**config.mk**
```make
export PLATFORM = sky130hd
export DESIGN_NAME = score_display_scanner
export DESIGN_NICKNAME = d
export VERILOG_FILES = /design/src/rtl/disp_pkg.sv /design/src/rtl/bin2bcd_seq.sv /design/src/rtl/score_display_scanner.sv
export SDC_FILE = /design/constraint.sdc
export NUM_CORES = 1
export LEC_CHECK = 0
export ABC_AREA = 1
export BUFFER_PORTS_ARGS = -buffer_cell sky130_fd_sc_hd__buf_2
export CAP_MARGIN = 0
export CELL_PAD_IN_SITES_DETAIL_PLACEMENT = 1
export CELL_PAD_IN_SITES_GLOBAL_PLACEMENT = 1
export CORE_MARGIN = 1.5
export CORE_UTILIZATION = 44
export CTS_CLUSTER_DIAMETER = 100
export CTS_CLUSTER_SIZE = 14
export DETAILED_ROUTE_END_ITERATION = 8
export GPL_TIMING_DRIVEN = 0
export MAX_ROUTING_LAYER = met4
export PLACE_DENSITY = 0.89
export REMOVE_ABC_BUFFERS = 1
export SLEW_MARGIN = 10
export SYNTH_ARGS = -nofsm -noshare
export SYNTH_HDL_FRONTEND = slang
export SYNTH_SLANG_ARGS = --single-unit
```
**constraint.sdc**
```tcl
create_clock -name clk -period 1.5 [get_ports clk]
set_input_delay 0.225 -clock clk [delete_from_list [all_inputs] [get_ports clk]]
set_output_delay 0.225 -clock clk [all_outputs]
set_load 0.005 [all_outputs]
```
**src/rtl/disp_pkg.sv**
```systemverilog
// Shared constants and helpers for the score display path.
package disp_pkg;

  localparam int DIGIT_W = 4;
  localparam logic [DIGIT_W-1:0] BLANK_CODE = 4'hF;

  typedef enum logic [1:0] {
    CV_IDLE  = 2'd0,
    CV_SHIFT = 2'd1,
    CV_DONE  = 2'd2
  } cv_state_t;

  // Largest decimal value representable in n digits (10^n - 1).
  function automatic int max_dec(input int n);
    int r;
    r = 1;
    for (int i = 0; i < n; i++) r = r * 10;
    return r - 1;
  endfunction

endpackage

```
**src/rtl/bin2bcd_seq.sv**
```systemverilog
// Sequential double-dabble converter: one shift per cycle, result published
// on the edge that completes the final shift.
//
//  state    | meaning
//  CV_IDLE  | waiting for start
//  CV_SHIFT | add-3 then shift, VALUE_W cycles
//  CV_DONE  | result just published; a new start is accepted here too
module bin2bcd_seq
  import disp_pkg::*;
#(
  parameter int NUM_DIGITS = 4,
  parameter int VALUE_W    = 14
) (
  input  logic                            clk,
  input  logic                            rst_n,
  input  logic                            start,
  input  logic [VALUE_W-1:0]              bin,
  output logic                            done,
  output logic [NUM_DIGITS*DIGIT_W-1:0]   bcd
);

  localparam int BCD_W = NUM_DIGITS * DIGIT_W;
  localparam int SR_W  = BCD_W + VALUE_W;
  localparam int CNT_W = (VALUE_W > 1) ? $clog2(VALUE_W) : 1;
  localparam logic [CNT_W-1:0] LAST = CNT_W'(VALUE_W - 1);

  cv_state_t          state;
  logic [SR_W-1:0]    sr;
  logic [SR_W-1:0]    sr_adj;
  logic [SR_W-1:0]    sr_next;
  logic [CNT_W-1:0]   cnt;
  logic [DIGIT_W-1:0] nib;

  always_comb begin
    sr_adj = sr;
    nib    = '0;
    for (int k = 0; k < NUM_DIGITS; k++) begin
      nib = sr[VALUE_W + DIGIT_W*k +: DIGIT_W];
      if (nib >= 4'd5) sr_adj[VALUE_W + DIGIT_W*k +: DIGIT_W] = nib + 4'd3;
    end
    sr_next = {sr_adj[SR_W-2:0], 1'b0};
  end

  // Asserted during the cycle whose closing edge performs the last shift.
  assign done = (state == CV_SHIFT) && (cnt == LAST);

  always_ff @(posedge clk) begin
    if (!rst_n) begin
      state <= CV_IDLE;
      sr    <= '0;
      cnt   <= '0;
      bcd   <= '0;
    end else begin
      case (state)
        CV_IDLE, CV_DONE: begin
          if (start) begin
            sr    <= {{BCD_W{1'b0}}, bin};
            cnt   <= '0;
            state <= CV_SHIFT;
          end else begin
            state <= CV_IDLE;
          end
        end
        CV_SHIFT: begin
          sr  <= sr_next;
          cnt <= cnt + CNT_W'(1);
          if (cnt == LAST) begin
            bcd   <= sr_next[SR_W-1 -: BCD_W];
            state <= CV_DONE;
          end
        end
        default: state <= CV_IDLE;
      endcase
    end
  end

endmodule

```
**src/rtl/score_display_scanner.sv**
```systemverilog
// Captures a binary score, converts it to BCD and scans the digits onto a
// shared digit bus with active-low anode enables.
module score_display_scanner
  import disp_pkg::*;
#(
  parameter int NUM_DIGITS  = 4,
  parameter int VALUE_W     = 14,
  parameter int REFRESH_DIV = 100000,
  parameter int BLANK_LZ    = 1
) (
  input  logic                  clk,
  input  logic                  rst_n,
  input  logic [VALUE_W-1:0]    value,
  input  logic                  load,
  output logic                  busy,
  output logic [3:0]            digit_code,
  output logic [NUM_DIGITS-1:0] an
);

  localparam int BCD_W = NUM_DIGITS * DIGIT_W;
  localparam int MAXD  = max_dec(NUM_DIGITS);
  localparam logic [VALUE_W-1:0] MAX_V =
    (longint'(MAXD) >= (longint'(1) << VALUE_W)) ? {VALUE_W{1'b1}} : VALUE_W'(MAXD);
  localparam int RC_W  = (REFRESH_DIV > 1) ? $clog2(REFRESH_DIV) : 1;
  localparam int IDX_W = (NUM_DIGITS > 1) ? $clog2(NUM_DIGITS) : 1;
  localparam logic [RC_W-1:0]  RC_LAST  = RC_W'(REFRESH_DIV - 1);
  localparam logic [IDX_W-1:0] IDX_LAST = IDX_W'(NUM_DIGITS - 1);

  logic [VALUE_W-1:0]    value_clamped;
  logic                  pend_vld;
  logic [VALUE_W-1:0]    pend_val;
  logic                  launch;
  logic                  conv_start;
  logic [VALUE_W-1:0]    conv_bin;
  logic                  conv_done;
  logic [BCD_W-1:0]      bcd;
  logic [RC_W-1:0]       rcnt;
  logic [IDX_W-1:0]      idx;
  logic [NUM_DIGITS-1:0] blank;
  logic                  zero_above;
  logic [DIGIT_W-1:0]    sel_digit;
  logic                  sel_blank;

  assign value_clamped = (value > MAX_V) ? MAX_V : value;

  // launch is the cycle after a completion that had a queued request.
  assign conv_start = launch | (~busy & load);
  assign conv_bin   = launch ? pend_val : value_clamped;

  bin2bcd_seq #(
    .NUM_DIGITS (NUM_DIGITS),
    .VALUE_W    (VALUE_W)
  ) u_bin2bcd (
    .clk   (clk),
    .rst_n (rst_n),
    .start (conv_start),
    .bin   (conv_bin),
    .done  (conv_done),
    .bcd   (bcd)
  );

  always_ff @(posedge clk) begin
    if (!rst_n) begin
      busy     <= 1'b0;
      pend_vld <= 1'b0;
      pend_val <= '0;
      launch   <= 1'b0;
    end else begin
      launch <= 1'b0;
      if (!busy) begin
        if (load) busy <= 1'b1;
      end else begin
        if (launch) pend_vld <= 1'b0;
        if (load) begin
          pend_vld <= 1'b1;
          pend_val <= value_clamped;
        end
        if (conv_done) begin
          if (pend_vld || load) launch <= 1'b1;
          else                  busy   <= 1'b0;
        end
      end
    end
  end

  always_ff @(posedge clk) begin
    if (!rst_n) begin
      rcnt <= '0;
      idx  <= '0;
    end else if (rcnt == RC_LAST) begin
      rcnt <= '0;
      idx  <= (idx == IDX_LAST) ? '0 : idx + IDX_W'(1);
    end else begin
      rcnt <= rcnt + RC_W'(1);
    end
  end

  always_comb begin
    blank      = '0;
    zero_above = 1'b1;
    sel_digit  = '0;
    sel_blank  = 1'b0;
    for (int k = NUM_DIGITS - 1; k >= 0; k--) begin
      zero_above = zero_above & (bcd[DIGIT_W*k +: DIGIT_W] == '0);
      blank[k]   = (BLANK_LZ != 0) && (k > 0) && zero_above;
    end
    for (int k = 0; k < NUM_DIGITS; k++) begin
      if (idx == IDX_W'(k)) begin
        sel_digit = bcd[DIGIT_W*k +: DIGIT_W];
        sel_blank = blank[k];
      end
    end
  end

  always_ff @(posedge clk) begin
    if (!rst_n) begin
      an         <= ~NUM_DIGITS'(1);
      digit_code <= '0;
    end else begin
      an         <= ~(NUM_DIGITS'(1) << idx);
      digit_code <= sel_blank ? BLANK_CODE : sel_digit;
    end
  end

endmodule
```
==> impl_metrics.csv <==
group,metric,value,unit
route,wirelength,13900,microns
sta,max_clock_freq,665,MHz
worst_setup_path,required,1.80,ns
route,wl_met1,5730,microns
place,dp_hpwl,7950,microns
outcome,outcome,"finished, violations left",
power_and_ir_drop,p_leak,2.25,nW
worst_setup_path,worstPathArrival,1.81,ns
worst_setup_path,crit_cells,10,
outcome,failed_checks,"setup timing",
route,drc,0,
layout,final_common_cell,"nand2_1",
layout,drive_gt1_frac,0.202,
worst_setup_path,critPathMaxStageDelay,0.35,ns
logic_synthesis,netlist_instances,654,
clock_tree,tritoncts,"done",
worst_setup_path,cpMaxStageDelayCell,"dfxtp_2",
logic_synthesis,yosysWarningCount,0,
floorplanning,io_pins,26,
sta,hold_viol,0,
global_route,grt_pass1_vias,4530,
flow_run,cap_violations,0,
route,top_layer,"met4",
sta,setup_viol,1,
layout,finalNonFillerCells,820,
logic_synthesis,ys_types,42,
worst_setup_path,startpoint_type,"flop",
global_route,grt_max_degree,48,
layout,finish.net_count,713,
route,drt_pass1_iterations,4,
global_route,track_usage,0.233,
sta,fin_tns_setup,-0.00362,ns
hold_path,holdPathStages,3,
clock_tree,clock_latency,0.39,ns
layout,final_cell_mix,"nand2_1, dfxtp_1, inv_1, nor2_1, a21oi_1",
worst_setup_path,timing.critical_path.cells,"inv_1 > ha_2 > inv_1 > nand2_1 > nand3_2 > inv_2 > nand2_1 > o21ai_2 > nand2_1 > a21oi_1",
clock_tree,cts_buffer_depth,2,
layout,areaGrowthSynthToFinish,17.6,%
worst_setup_path,cp_max_fo,4,
place,dp_cells,793,
sta,slew_viol_final,0,
sta,slew_headroom,0.461,
sta,clock_skew,0.0124,ns
logic_synthesis,ys_ff_latch,96,
floorplanning,die_height,106,microns
worst_setup_path,worst-path-buf-inv,3,
clock_tree,htreeDepth,3,
worst_setup_path,end_kind,"flop",
layout,insertedDiodeCount,0,
floorplanning,initial_core_util,0.452,
clock_tree,clk_pin_slew,0.10,ns
floorplanning,num_rows,37,
sta,rsz0062_at_grt,"true",
worst_setup_path,r2r_slack,-0.004,ns
worst_setup_path,r2r_cells,10,
sta,tightest_slew,0.808,ns
clock_tree,cts_buffers,9,
worst_setup_path,crit_type,"flop to flop",
worst_setup_path,crit_family,"simple AND/OR/NAND/NOR gates",
clock_tree,postCtsHoldBufs,0,
sta,period_share,1.00,
global_route,grt_pass1_wl,20400,microns
place,place.gp.congestion,0.846,
logic_synthesis,synth_area,4640,sq um
hold_path,hp-class,"primary input to flop",
floorplanning,die_w,106,microns
clock_tree,clock_sinks,96,
floorplanning,dieArea,11200,sq um
logic_synthesis,syn_area_per_cell,7.10,sq um
route,routedWlPerCell,17.0,microns
worst_setup_path,crit_top_cell,"nand2_1",
route,ant_nets,0,
route,route.met2.wl,7210,microns
global_route,grt_overflow,0,
layout,num-fill-cells,1329,
power_and_ir_drop,powerDensity,961,nW/um^2
global_route,antenna_found_initial,0,
logic_synthesis,seq_area_frac_synth,0.414,
sta,layout_setup_ws,-0.00362,ns
clock_tree,root_buffer,"clkbuf_8",
route,drtIter0Drc,258,
route,via_per_inst,5.40,
power_and_ir_drop,peakVddDrop,0.000495,V
route,via_count,4425,
floorplanning,core_area,10300,sq um
route,wl_met3,469,microns
place,port_buffers,25,
sta,fin_crit,1.50,ns
[flip-flops by register name (all words and copies together) (netlist names)]
signal,count
u_bin2bcd.sr,30
an,4
digit_code,4
u_bin2bcd.cnt,4
launch,1
idx,2
u_bin2bcd.state,2
rcnt,17
u_bin2bcd.bcd,16
pend_vld,1
pend_val,14
busy,1
[layer usage]
| layer | GRT usage | vias to the layer above |
|---|---|---|
| met2 | 0.416 | 108 |
| met3 | 0.0322 | 44 |
| met5 | - | - |
| met4 | 0.103 | 0 |
| met1 | 0.258 | 2134 |
| li1 | - | 2139 |
[cell usage after synthesis, drive strengths merged]
cell type,n,area share
xor2,8,0.015
nor2,72,0.064
or2,3,0.0040
and3,1,0.0013
o211ai,8,0.013
o31ai,2,0.0032
o22ai,2,0.0027
ha,15,0.040
a211oi,1,0.0016
o21ai,45,0.049
nor4,1,0.0013
nand3,49,0.056
o221ai,1,0.0019
inv,91,0.075
buf,16,0.019
o21a,1,0.0016
a21oi,61,0.068
nand4,8,0.011
clkbuf,6,0.0049
a31oi,1,0.0013
nor3,11,0.014
nor3b,1,0.0016
xnor2,1,0.0019
dfxtp,96,0.41
nand2,153,0.13
[worst register-to-register path: stages (launching register included)]
cell	delay [ns]
dfxtp_2	0.35
inv_1	0.10
ha_2	0.19
inv_1	0.05
nand2_1	0.09
nand3_2	0.12
inv_2	0.11
nand2_1	0.06
o21ai_2	0.07
nand2_1	0.09
a21oi_1	0.20
[report_power, final]
part / total [mW] / switching (mW) / internal, mW
Sequential: 2.66 / 0.0480 / 2.61
Clock: 2.13 / 0.950 / 1.18
Combinational: 0.457 / 0.315 / 0.141
[metrics by stage]
step	instance area, sq um	util	hold WS (ns)	power (mW)	setup slack (ns)
2_1_floorplan	4530	-	0.294	2.97	-0.0967
3_3_place_gp	4820	0.469	0.429	3.09	-0.720
3_5_place_dp	4820	0.469	0.436	3.11	-0.630
4_1_cts	5180	0.505	0.107	5.19	0.00189
5_1_grt	5460	0.531	0.142	5.39	-0.121
6_report	5460	0.531	0.106	5.25	-0.00362
[layout make-up]
cell class              instances  area, sq um  share of cell area
flip-flops and latches         96         1950               0.357
multi-input cells             446         2480               0.455
clock inverters                 3         90.1              0.0165
well taps                     136          170              0.0312
repair buffers                 37          223              0.0408
inverters                      91          392              0.0718
clock buffers                  11          151              0.0277
[final timing paths]
| path | to | startpoint |
|---|---|---|
| worst max-delay path | u_bin2bcd.sr[20]$_SDFFE_PN0P_ | u_bin2bcd.sr[19]$_SDFFE_PN0P_ |
| worst min-delay path | busy$_SDFF_PN0_ | load |
| worst max register to register | u_bin2bcd.sr[20]$_SDFFE_PN0P_ | u_bin2bcd.sr[19]$_SDFFE_PN0P_ |
| worst min register to register | rcnt[0]$_SDFF_PP0_ | rcnt[0]$_SDFF_PP0_ |
[kinds of logic after synthesis]
| group | Yosys count | share of synthesized area |
|---|---|---|
| simple gates | 299 | 0.287 |
| flops | 96 | 0.414 |
| xor+xnor | 9 | 0.0170 |
| compound gates | 122 | 0.142 |
| fa+ha+maj | 15 | 0.0404 |
| buf+inv | 113 | 0.0995 |
[repair_timing]
action / in CTS / in global routing
pin swaps: 6 / 19
resized for setup: 32 / 68
gates cloned: 1 / 0
setup endpoints to repair: 67 / 68
setup buffers: 5 / 7
hold endpoints to repair: 0 / 0
(Power assumes the default switching activity.)
